$ cat src/rtl/modn_disp_pkg.sv
// Shared definitions for the multiplexed seven-segment scanner:
// segment glyphs {g,f,e,d,c,b,a}, scan state type, index width helper.
package modn_disp_pkg;

  localparam logic [6:0] SEG_0     = 7'h3F;
  localparam logic [6:0] SEG_1     = 7'h06;
  localparam logic [6:0] SEG_2     = 7'h5B;
  localparam logic [6:0] SEG_3     = 7'h4F;
  localparam logic [6:0] SEG_4     = 7'h66;
  localparam logic [6:0] SEG_5     = 7'h6D;
  localparam logic [6:0] SEG_6     = 7'h7D;
  localparam logic [6:0] SEG_7     = 7'h07;
  localparam logic [6:0] SEG_8     = 7'h7F;
  localparam logic [6:0] SEG_9     = 7'h6F;
  localparam logic [6:0] SEG_A     = 7'h77;
  localparam logic [6:0] SEG_B     = 7'h7C;
  localparam logic [6:0] SEG_C     = 7'h39;
  localparam logic [6:0] SEG_D     = 7'h5E;
  localparam logic [6:0] SEG_E     = 7'h79;
  localparam logic [6:0] SEG_F     = 7'h71;
  localparam logic [6:0] SEG_BLANK = 7'h00;

  typedef enum logic {
    BLANK = 1'b0,
    DRIVE = 1'b1
  } scan_state_e;

  // Bits needed to hold a value in 0..n-1 (never less than one bit).
  function automatic int idx_width(input int n);
    for (int w = 1; w < 32; w++) begin
      if ((1 << w) >= n) return w;
    end
    return 32;
  endfunction

endpackage

$ cat src/rtl/seg7_decode.sv
// Combinational 4-bit value to seven-segment glyph decoder (0-9, A b C d E F).
module seg7_decode
  import modn_disp_pkg::*;
(
  input  logic [3:0] i_digit,
  output logic [6:0] o_seg
);

  always_comb begin
    o_seg = SEG_BLANK;
    case (i_digit)
      4'h0:    o_seg = SEG_0;
      4'h1:    o_seg = SEG_1;
      4'h2:    o_seg = SEG_2;
      4'h3:    o_seg = SEG_3;
      4'h4:    o_seg = SEG_4;
      4'h5:    o_seg = SEG_5;
      4'h6:    o_seg = SEG_6;
      4'h7:    o_seg = SEG_7;
      4'h8:    o_seg = SEG_8;
      4'h9:    o_seg = SEG_9;
      4'hA:    o_seg = SEG_A;
      4'hB:    o_seg = SEG_B;
      4'hC:    o_seg = SEG_C;
      4'hD:    o_seg = SEG_D;
      4'hE:    o_seg = SEG_E;
      4'hF:    o_seg = SEG_F;
      default: o_seg = SEG_BLANK;
    endcase
  end

endmodule

$ cat src/rtl/modn_scan_display.sv
// Time-multiplexed seven-segment driver with frame-aligned load/ack shadowing.
// Optional leading-zero blanking is enabled by defining LZB_EN.
module modn_scan_display
  import modn_disp_pkg::*;
#(
  parameter int NUM_DIGITS = 4,
  parameter int SCAN_DIV   = 1000,
  parameter int BLANK_CYC  = 16
) (
  input  logic                    clk,
  input  logic                    reset,
  input  logic [4*NUM_DIGITS-1:0] digits_in,
  input  logic                    load,
  output logic                    load_ack,
  output logic [6:0]              seg,
  output logic [NUM_DIGITS-1:0]   an,
  output logic                    frame_done
);

  localparam int IW = idx_width(NUM_DIGITS);
  localparam int PW = idx_width(SCAN_DIV);
  localparam logic [IW-1:0] IDX_LAST    = IW'(NUM_DIGITS - 1);
  localparam logic [PW-1:0] PRESC_LAST  = PW'(SCAN_DIV - 1);
  localparam logic [PW-1:0] PRESC_BLANK = PW'(BLANK_CYC);

  logic [PW-1:0]             r_presc;
  logic [IW-1:0]             r_idx;
  scan_state_e               r_state;
  logic [4*NUM_DIGITS-1:0]   r_shadow;
  logic [4*NUM_DIGITS-1:0]   r_holding;
  logic                      r_pending;
  logic                      r_load_ack;
  logic                      r_frame_done;
  logic [6:0]                r_seg;
  logic [NUM_DIGITS-1:0]     r_an;

  logic [PW-1:0]             w_presc_next;
  logic [IW-1:0]             w_idx_next;
  scan_state_e               w_state_next;
  logic                      w_boundary;
  logic [NUM_DIGITS-1:0]     w_onehot;
  logic [3:0]                w_digit;
  logic [6:0]                w_glyph;
  logic                      w_blank_digit;
  logic [6:0]                w_seg_next;
  logic [NUM_DIGITS-1:0]     w_an_next;

  assign w_boundary = (r_presc == PRESC_LAST) && (r_idx == IDX_LAST);

  always_comb begin
    w_presc_next = r_presc + PW'(1);
    w_idx_next   = r_idx;
    if (r_presc == PRESC_LAST) begin
      w_presc_next = {PW{1'b0}};
      if (r_idx == IDX_LAST) begin
        w_idx_next = {IW{1'b0}};
      end else begin
        w_idx_next = r_idx + IW'(1);
      end
    end else begin
      w_idx_next = r_idx;
    end
  end

  // State tracks the prescaler position within the slot it is registered with.
  always_comb begin
    w_state_next = DRIVE;
    if (w_presc_next < PRESC_BLANK) begin
      w_state_next = BLANK;
    end else begin
      w_state_next = DRIVE;
    end
  end

  always_comb begin
    w_onehot = {NUM_DIGITS{1'b0}};
    w_digit  = 4'h0;
    for (int k = 0; k < NUM_DIGITS; k++) begin
      if (r_idx == IW'(k)) begin
        w_onehot[k] = 1'b1;
        w_digit     = r_shadow[4*k +: 4];
      end else begin
        w_onehot[k] = 1'b0;
      end
    end
  end

`ifdef LZB_EN
  logic [NUM_DIGITS-1:0] w_lz;

  // w_lz[k]: digit k and every digit above it are zero; digit 0 is never blanked.
  always_comb begin
    w_lz = {NUM_DIGITS{1'b0}};
    w_lz[NUM_DIGITS-1] = (r_shadow[4*(NUM_DIGITS-1) +: 4] == 4'h0);
    for (int k = NUM_DIGITS - 2; k >= 0; k--) begin
      w_lz[k] = (r_shadow[4*k +: 4] == 4'h0) && w_lz[k+1];
    end
    w_lz[0] = 1'b0;
  end

  assign w_blank_digit = |(w_lz & w_onehot);
`else
  assign w_blank_digit = 1'b0;
`endif

  seg7_decode u_decode (
    .i_digit (w_digit),
    .o_seg   (w_glyph)
  );

  always_comb begin
    w_seg_next = SEG_BLANK;
    w_an_next  = {NUM_DIGITS{1'b0}};
    case (r_state)
      BLANK: begin
        w_seg_next = SEG_BLANK;
        w_an_next  = {NUM_DIGITS{1'b0}};
      end
      DRIVE: begin
        w_an_next = w_onehot;
        if (w_blank_digit) begin
          w_seg_next = SEG_BLANK;
        end else begin
          w_seg_next = w_glyph;
        end
      end
      default: begin
        w_seg_next = SEG_BLANK;
        w_an_next  = {NUM_DIGITS{1'b0}};
      end
    endcase
  end

  always_ff @(posedge clk or negedge reset) begin
    if (!reset) begin
      r_presc <= {PW{1'b0}};
      r_idx   <= {IW{1'b0}};
      r_state <= BLANK;
      r_seg   <= SEG_BLANK;
      r_an    <= {NUM_DIGITS{1'b0}};
    end else begin
      r_presc <= w_presc_next;
      r_idx   <= w_idx_next;
      r_state <= w_state_next;
      r_seg   <= w_seg_next;
      r_an    <= w_an_next;
    end
  end

  // A load on the boundary edge lands in holding and stays pending for the next frame.
  always_ff @(posedge clk or negedge reset) begin
    if (!reset) begin
      r_shadow     <= {(4*NUM_DIGITS){1'b0}};
      r_holding    <= {(4*NUM_DIGITS){1'b0}};
      r_pending    <= 1'b0;
      r_load_ack   <= 1'b0;
      r_frame_done <= 1'b0;
    end else begin
      r_frame_done <= w_boundary;
      r_load_ack   <= w_boundary && r_pending;
      if (w_boundary && r_pending) begin
        r_shadow <= r_holding;
      end
      if (load) begin
        r_holding <= digits_in;
        r_pending <= 1'b1;
      end else if (w_boundary) begin
        r_pending <= 1'b0;
      end
    end
  end

  assign seg        = r_seg;
  assign an         = r_an;
  assign load_ack   = r_load_ack;
  assign frame_done = r_frame_done;

endmodule

$ cat config.mk
export PLATFORM = sky130hd
export DESIGN_NAME = modn_scan_display
export DESIGN_NICKNAME = d
export VERILOG_FILES = /design/src/rtl/modn_disp_pkg.sv /design/src/rtl/seg7_decode.sv /design/src/rtl/modn_scan_display.sv
export SDC_FILE = /design/constraint.sdc
export NUM_CORES = 1
export LEC_CHECK = 0
export ABC_AREA = 1
export CAP_MARGIN = 20
export CORE_MARGIN = 10
export CORE_UTILIZATION = 40
export CTS_CLUSTER_SIZE = 10
export DETAILED_ROUTE_END_ITERATION = 10
export HOLD_SLACK_MARGIN = 0.06
export PLACE_DENSITY = 0.66
export SLEW_MARGIN = 15
export SYNTH_ARGS = -nofsm -noshare
export SYNTH_HDL_FRONTEND = slang
export SYNTH_HIERARCHICAL = 1
export SYNTH_SLANG_ARGS = --single-unit
$ cat constraint.sdc
create_clock -name clk -period 2.8 [get_ports clk]
set_input_delay 0.42 -clock clk [delete_from_list [all_inputs] [get_ports clk]]
set_output_delay 0.42 -clock clk [all_outputs]
set_load 0.03 [all_outputs]
==> summary.json, run 1 <==
{
  "run_status": "complete, no violations",
  "clock_sinks": 59,
  "timing_hold_violations_final": 0,
  "layout-drive-gt1-share_pct": 15.5,
  "core_area_sq_um": 6910,
  "nFillCells": 692,
  "pwr_density_cell_nw_per_um2": 468,
  "postPlaceCellArea_sq_um": 3290,
  "slew_violations": 0,
  "worstRegToRegCells": 14,
  "cp_data_arrival_time_ns": 2.60,
  "via_count_of_the_first_global_routing_pass": 2078,
  "grt_pass1_wl_um": 9400,
  "total_inserted_antenna_cells": 0,
  "io_pins": 32,
  "antenna_left": 0,
  "vias": 2097,
  "ctsLongestPathBuffers": 2,
  "synthDistinctLibCells": 21,
  "cts_tree": "done",
  "sequential_cell_area_sq_um": 1480,
  "fin_total_pwr_mw": 1.62,
  "average_routed_wire_per_standard_cell_um": 11.2,
  "design.die.area_sq_um": 11100,
  "dr.pass1.iters": 4,
  "min_period_over_period_pct": 84.5,
  "sequentialPowerShare_pct": 54.1,
  "global_route.overflow_total": 0,
  "worst-setup-path-type": "reg -> reg",
  "fin_worst_skew_ns": 0.00799,
  "switching_power_mw": 0.395,
  "multiInputGateArea_sq_um": 1150,
  "synthesis.yosys.warnings": 6,
  "core_occupancy_in_the_finished_layout_pct": 50.2,
  "clock_power_share_pct": 40.9,
  "intPower_mw": 1.23,
  "grt_max_degree": 35,
  "avgSynthCellArea_sq_um": 8.55,
  "initial_core_util_pct": 42.0,
  "peakVddDrop_uv": 283,
  "cap_violations": 0,
  "synth_seq_area_share_pct": 50.9,
  "worst_setup_start_kind": "register",
  "number_of_antenna_violations_at_the_first_check_in_global_routing": 0,
  "power.static_leakage_nw": 1.69,
  "clockRootBuffer": "clkbuf_8",
  "die_h_um": 105,
  "timing.final.setup_violations": 0,
  "global_route.usage.total_pct": 10.3,
  "worstPathMaxFanout": 6,
  "worst_pin_slew_ns": 0.867,
  "nets": 407,
  "post_synth_instance_area_sq_um": 2900,
  "synth_fp_nets": 370,
  "worst_skew_pair.late_latency_ns": 0.34,
  "max-slew-margin-rel_pct": 42.0,
  "totalNegativeSetupSlack_ns": 0,
  "clk_pin_slew_ns": 0.07,
  "post_synth_inst_count": 339,
  "hold_path_class": "in -> async",
  "period_minus_slack_ns": 2.37,
  "layout.cell_area.non_filler_sq_um": 3470,
  "gp_congestion": 0.857,
  "ctsHtreeMaxLevel": 3,
  "p_comb_share_pct": 4.9,
  "port_buffers": 31,
  "endpoint_kind": "register",
  "wirelength_um": 5330,
  "drt_drc_violations_left": 0,
  "placement_rows": 30,
  "switching_share_pct": 24.4,
  "avgViaCountPerCell": 4.40,
  "max_clock_freq_mhz": 423,
  "number_of_buffers_created_by_cts": 9,
  "dr.first_iter.drc_count": 91,
  "detailedPlacementHpwl_um": 3930,
  "die_w_um": 105,
  "yosys_register_bits": 59,
  "rsz_0062_raised_after_global_routing": "false",
  "layout-area-overhead-vs-synth_pct": 19.6,
  "endpoint_required_time_on_the_critical_path_ns": 3.04
}
## cell type report
class	count	share of cell area (%)
sequential	59	42.6
multi-input combinational	214	33.1
timing repair buffer	35	9.75
inverter	57	6.17
clock buffer	10	3.68
tap	96	3.47
clock inverter	6	1.19
## through the flow
step,setup WS [ns],instances,hold slack [ns]
floorplan,0.681,339,0.124
global placement,0.572,460,0.298
detailed placement,0.444,460,0.300
CTS,0.417,477,0.466
global route,0.0546,477,0.487
finish,0.434,477,0.474
## cells in the mapped netlist (all sizes together)
cell type	count	area, sq um
a21oi	13	65.1
o21ai	35	235
nand2	100	420
inv	57	214
nor3	1	5.00
ha	12	150
clkbuf	5	18.8
a21o	4	30.0
xor2	1	8.76
dfrtp	59	1480
nor2	25	104
o21bai	2	15.0
nand3	21	115
buf	4	41.3
## timing repair
action,4_1_cts,5_1_grt
endpoints found under the hold margin,9,0
setup endpoints to repair,0,0
hold buffers,1,0
buffers inserted,0,0
gates resized for setup,0,0
## final timing paths
kind / from / endpoint / slack [ns]
setup / recovery: r_idx[1] / seg[3] / 0.43
hold / removal: reset / r_presc[3] / 0.47
min in group clk: r_shadow[9] / r_shadow[9] / 0.50
hold reg to reg: r_shadow[9] / r_shadow[9] / 0.50
setup reg to reg: r_idx[1] / seg[3] / 0.43
max in group asynchronous: reset / r_idx[0] / 1.64
## layer usage
metal  GRT usage (%)  vias to the layer above  part of all wire [%]
li1                -                     1117                     -
met1            12.0                      923                    49
met2            16.0                       48                    43
met3            5.04                        9                   6.7
met4            3.73                        0                   1.3
met5               0                        -                     0
## kinds of logic (layout without fill, tap and decap cells)
logic type | count (synthesis) | after routing | synth area share, %
flops | 59 | 59 | 50.9
xor+xnor | 1 | 1 | 0.302
compound gates | 54 | 54 | 11.9
fa+ha+maj | 12 | 12 | 5.18
buf+inv | 66 | 108 | 9.45
simple gates | 147 | 147 | 22.2
## worst max-delay path, cell delays in order (launching register included)
cell and delay [ns]:
dfrtp_1 0.37, inv_1 0.09, ha_1 0.25, inv_1 0.13
nand3_1 0.09, a21o_1 0.17, a21oi_1 0.32, inv_1 0.16
ha_1 0.30, nand2_1 0.07, o21ai_0 0.09, nand2_1 0.09
nand2_1 0.05, nand2_1 0.05, inv_1 0.04
## sequential cells by signal, summed over array words and instances (netlist names)
| name | flops |
|---|---|
| frame_done | 1 |
| r_state | 1 |
| load_ack | 1 |
| r_presc | 10 |
| an | 4 |
| r_shadow | 16 |
| seg | 7 |
| r_idx | 2 |
| r_pending | 1 |
| r_holding | 16 |
## power groups by stage
stage / Sequential (mW) / Clock [mW] / Combinational (mW)
after floorplan: 0.893 / 0 / 0.0303
after global placement: 0.893 / 0 / 0.0800
after detailed placement: 0.894 / 0 / 0.0820
after CTS: 0.878 / 0.687 / 0.0831
after global routing: 0.879 / 0.728 / 0.0919
final: 0.878 / 0.663 / 0.0800
## placed cells by master, fill, tap and decap left out
cell	count
nor2_2	1
o21ai_2	16
nand2_1	82
inv_2	2
nor2_1	23
clkbuf_1	1
nand2_2	18
nor3_1	1
clkinvlp_4	3
dfrtp_1	59
clkdlybuf4s50_1	30
nand3_1	19
o21bai_1	2
buf_2	1
a21o_1	4
nor2_4	1
nand3_2	2
inv_1	55
dlygate4sd3_1	1
a21oi_1	13
inv_6	1
ha_1	12
xor2_1	1
clkbuf_8	9
o21ai_0	19
buf_4	3
clkinv_2	2
(Power assumes the default switching activity.)
==> run 2, diff against run 1 <==
--- a/config.mk
+++ b/config.mk
@@ -12,7 +12,7 @@
 export CTS_CLUSTER_SIZE = 10
 export DETAILED_ROUTE_END_ITERATION = 10
 export HOLD_SLACK_MARGIN = 0.06
-export PLACE_DENSITY = 0.66
+export PLACE_DENSITY = 0.68
 export SLEW_MARGIN = 15
 export SYNTH_ARGS = -nofsm -noshare
 export SYNTH_HDL_FRONTEND = slang
==> constraint.sdc (replaced) <==
create_clock -name clk -period 2.06 [get_ports clk]
set_input_delay 0.309 -clock clk [delete_from_list [all_inputs] [get_ports clk]]
set_output_delay 0.309 -clock clk [all_outputs]
set_load 0.03 [all_outputs]
==> run 2 against run 1 <==
Non-clock buffer count rose by 11. Combinational power grew 36%. Critical path depth unchanged. Critical path type unchanged. Largest power group unchanged.
==> summary.json, run 2 (synthesized netlist as in run 1, its figures left out) <==
{
  "pre_cts_ws": {"value": -0.0120, "unit": "ns", "change": "-0.456 ns"},
  "layout_commonest_cell": "nand2_1",
  "nets": {"value": 418, "change": "+2.7%"},
  "cpMaxStageDelayCell": "dfrtp_1",
  "cap_violations": {"value": 0, "change": "unchanged"},
  "fin_worst_hold_slack": {"value": 0.485, "unit": "ns", "change": "+0.0106 ns"},
  "fin_worst_skew": {"value": 0.00564, "unit": "ns", "change": "-0.00235 ns"},
  "max_clock_freq": {"value": 499, "unit": "MHz", "change": "+18%"},
  "timing.critical_path.max_delay_family": "adder cells",
  "ctsHtreeMaxLevel": {"value": 3, "change": "unchanged"},
  "period_minus_slack": {"value": 2.00, "unit": "ns", "change": "-0.362 ns"},
  "placement_rows": {"value": 30, "change": "unchanged"},
  "power.static_leakage": {"value": 1.79, "unit": "nW", "change": "+5.8%"},
  "switching_share": {"value": 21.3, "unit": "%", "change": "-3.1 points"},
  "drt_drc_violations_left": {"value": 0, "change": "unchanged"},
  "dr.first_iter.drc_count": {"value": 86, "change": "-5.5%"},
  "antenna_left": {"value": 0, "change": "unchanged"},
  "mostFrequentLayoutCells": "79 x nand2_1, 58 x dfrtp_1, 49 x inv_1, 30 x clkdlybuf4s50_1, 22 x nor2_1",
  "grt_max_degree": {"value": 60, "change": "+71%"},
  "cts_tree": "done",
  "fin_cells": {"value": 487, "change": "+2.1%"},
  "min_period_over_period": {"value": 97.3, "unit": "%", "change": "+13 points"},
  "path_buf_inv": {"value": 5, "change": "+1"},
  "totalNegativeSetupSlack": {"value": 0, "unit": "ns", "change": "unchanged"},
  "design.die.area": {"value": 11100, "unit": "sq um", "change": "unchanged"},
  "hold_path_class": "in -> async",
  "cp_data_arrival_time": {"value": 2.24, "unit": "ns", "change": "-0.36 ns"},
  "number_of_antenna_violations_at_the_first_check_in_global_routing": {"value": 0, "change": "unchanged"},
  "postPlaceCellArea": {"value": 3360, "unit": "sq um", "change": "+2.4%"},
  "gp_congestion": {"value": 0.889, "change": "+3.7%"},
  "die_h": {"value": 105, "unit": "um", "change": "unchanged"},
  "dr.pass1.iters": {"value": 4, "change": "unchanged"},
  "grt_pass1_wl": {"value": 9530, "unit": "um", "change": "+1.4%"},
  "endpoint_required_time_on_the_critical_path": {"value": 2.30, "unit": "ns", "change": "-0.74 ns"},
  "number_of_buffers_created_by_cts": {"value": 9, "change": "unchanged"},
  "intPower": {"value": 1.94, "unit": "mW", "change": "+58%"},
  "nFillCells": {"value": 652, "change": "-5.8%"},
  "worst_pin_slew": {"value": 0.352, "unit": "ns", "change": "-0.515 ns"},
  "initial_core_util": {"value": 42.0, "unit": "%", "change": "unchanged"},
  "most_numerous_cell_on_the_critical_path": "nand2_1",
  "timing.critical_path.cells": "inv_2 -> ha_4 -> inv_4 -> nand3_2 -> a21o_1 -> a21oi_2 -> inv_2 -> ha_4 -> nand2_1 -> buf_4 -> nand2_1 -> nand2_1 -> nand2_1 -> inv_1",
  "timing_hold_violations_final": {"value": 0, "change": "unchanged"},
  "p_comb_share": {"value": 4.4, "unit": "%", "change": "-0.5 points"},
  "placed_cells_incl_taps": {"value": 466, "change": "+1.3%"},
  "layout-drive-gt1-share": {"value": 24.3, "unit": "%", "change": "+8.8 points"},
  "vias": {"value": 2167, "change": "+3.3%"},
  "global_route.usage.total": {"value": 10.5, "unit": "%", "change": "+0.23 points"},
  "pwr_density_cell": {"value": 658, "unit": "nW/um^2", "change": "+41%"},
  "grt_use_met1": {"value": 13.6, "unit": "%", "change": "+1.6 points"},
  "core_area": {"value": 6910, "unit": "sq um", "change": "unchanged"},
  "max-slew-margin-rel": {"value": 76.6, "unit": "%", "change": "+35 points"},
  "worst_skew_pair.late_latency": {"value": 0.34, "unit": "ns", "change": "about the same"},
  "timing.final.setup_violations": {"value": 0, "change": "unchanged"},
  "clockRootBuffer": "clkbuf_8",
  "die_w": {"value": 105, "unit": "um", "change": "unchanged"},
  "worstPathMaxFanout": {"value": 6, "change": "unchanged"},
  "via_count_of_the_first_global_routing_pass": {"value": 2089, "change": "+0.53%"},
  "final_critical_path_setup_slack": {"value": 0.0565, "unit": "ns", "change": "-0.378 ns"},
  "top_usage_layer": "met2",
  "ctsLongestPathBuffers": {"value": 2, "change": "unchanged"},
  "worst-setup-path-type": "reg -> reg",
  "switching_power": {"value": 0.525, "unit": "mW", "change": "+33%"},
  "clk_pin_slew": {"value": 0.07, "unit": "ns", "change": "about the same"},
  "layout-area-overhead-vs-synth_pct": 29.1,
  "worst_path_largest_cell_delay": {"value": 0.39, "unit": "ns", "change": "+0.02 ns"},
  "clock_sinks": {"value": 59, "change": "unchanged"},
  "fin_total_pwr": {"value": 2.46, "unit": "mW", "change": "+52%"},
  "sequentialPowerShare": {"value": 48.4, "unit": "%", "change": "-5.7 points"},
  "run_status": "complete, no violations",
  "core_occupancy_in_the_finished_layout": {"value": 54.2, "unit": "%", "change": "+4.0 points"},
  "slew_violations": {"value": 0, "change": "unchanged"},
  "port_buffers": {"value": 31, "change": "unchanged"},
  "peakVddDrop": {"value": 418, "unit": "uV", "change": "+48%"},
  "detailedPlacementHpwl": {"value": 3840, "unit": "um", "change": "-2.3%"},
  "worst_setup_start_kind": "register",
  "clock_power_share": {"value": 47.1, "unit": "%", "change": "+6.2 points"},
  "endpoint_kind": "register",
  "layout.cell_area.non_filler": {"value": 3740, "unit": "sq um", "change": "+8.0%"},
  "io_pins": {"value": 32, "change": "unchanged"},
  "wirelength": {"value": 5670, "unit": "um", "change": "+6.2%"},
  "global_route.overflow_total": {"value": 0, "change": "unchanged"},
  "reg_top3": "r_holding: 16 flops, r_shadow: 16 flops, r_presc: 10 flops",
  "total_inserted_antenna_cells": {"value": 0, "change": "unchanged"},
  "global_route.usage.met3": {"value": 3.81, "unit": "%", "change": "-1.2 points"},
  "groute.layer.met2.usage": {"value": 14.5, "unit": "%", "change": "-1.5 points"},
  "avgViaCountPerCell": {"value": 4.45, "change": "+1.2%"},
  "average_routed_wire_per_standard_cell": {"value": 11.6, "unit": "um", "change": "+4.1%"}
}
-- run 2: per-layer routing --
layer  vias up  routed length [um]
met2        53                2420
met5         -                   0
met4         0                 147
li1       1138                   -
met1       963                2810
met3        13                 292
-- run 2: area by class of cell --
cell class                 instances  area, sq um  share of cell area (%)
clock buffer                      10          138                    3.68
multi-input combinational        214         1260                    33.7
sequential                        59         1480                    39.5
tap                               96          120                    3.21
inverter                          57          219                    5.85
timing repair buffer              46          449                    12.0
clock inverter                     5         77.6                    2.07
-- run 2: worst paths after layout --
| check | endpoint | startpoint | slack, ns | cells past startpoint |
|---|---|---|---|---|
| min in group clk | r_shadow[12] | r_shadow[12] | 0.49 | 2 |
| setup / recovery | seg[1] | r_idx[1] | 0.06 | 14 |
| hold reg to reg | r_shadow[12] | r_shadow[12] | 0.48 | 2 |
| setup reg to reg | seg[1] | r_idx[1] | 0.06 | 14 |
| hold / removal | r_holding[10] | reset | 0.48 | 3 |
| max in group asynchronous | r_idx[0] | reset | 1.32 | 3 |
-- run 2: worst reg2reg max path, stage by stage, from the launching register on --
cell and delay [ns]:
dfrtp_1 0.39, inv_2 0.09, ha_4 0.19, inv_4 0.07
nand3_2 0.05, a21o_1 0.18, a21oi_2 0.18, inv_2 0.10
ha_4 0.27, nand2_1 0.06, buf_4 0.13, nand2_1 0.05
nand2_1 0.05, nand2_1 0.05, inv_1 0.04
-- run 2: what timing repair did --
action,4_1_cts,5_1_grt
gates resized for setup,2,29
setup endpoints to repair,1,7
setup buffers,0,5
hold endpoints to repair,59,0
hold buffers,1,0
pin swaps,0,8
-- run 2: power by group through the flow --
stage / Combinational [mW] / Clock, mW / Sequential, mW
floorplan: 0.0412 / 0 / 1.21
global placement: 0.110 / 0 / 1.21
detailed placement: 0.112 / 0 / 1.21
CTS: 0.114 / 1.19 / 1.19
global route: 0.130 / 1.24 / 1.19
finish: 0.109 / 1.16 / 1.19
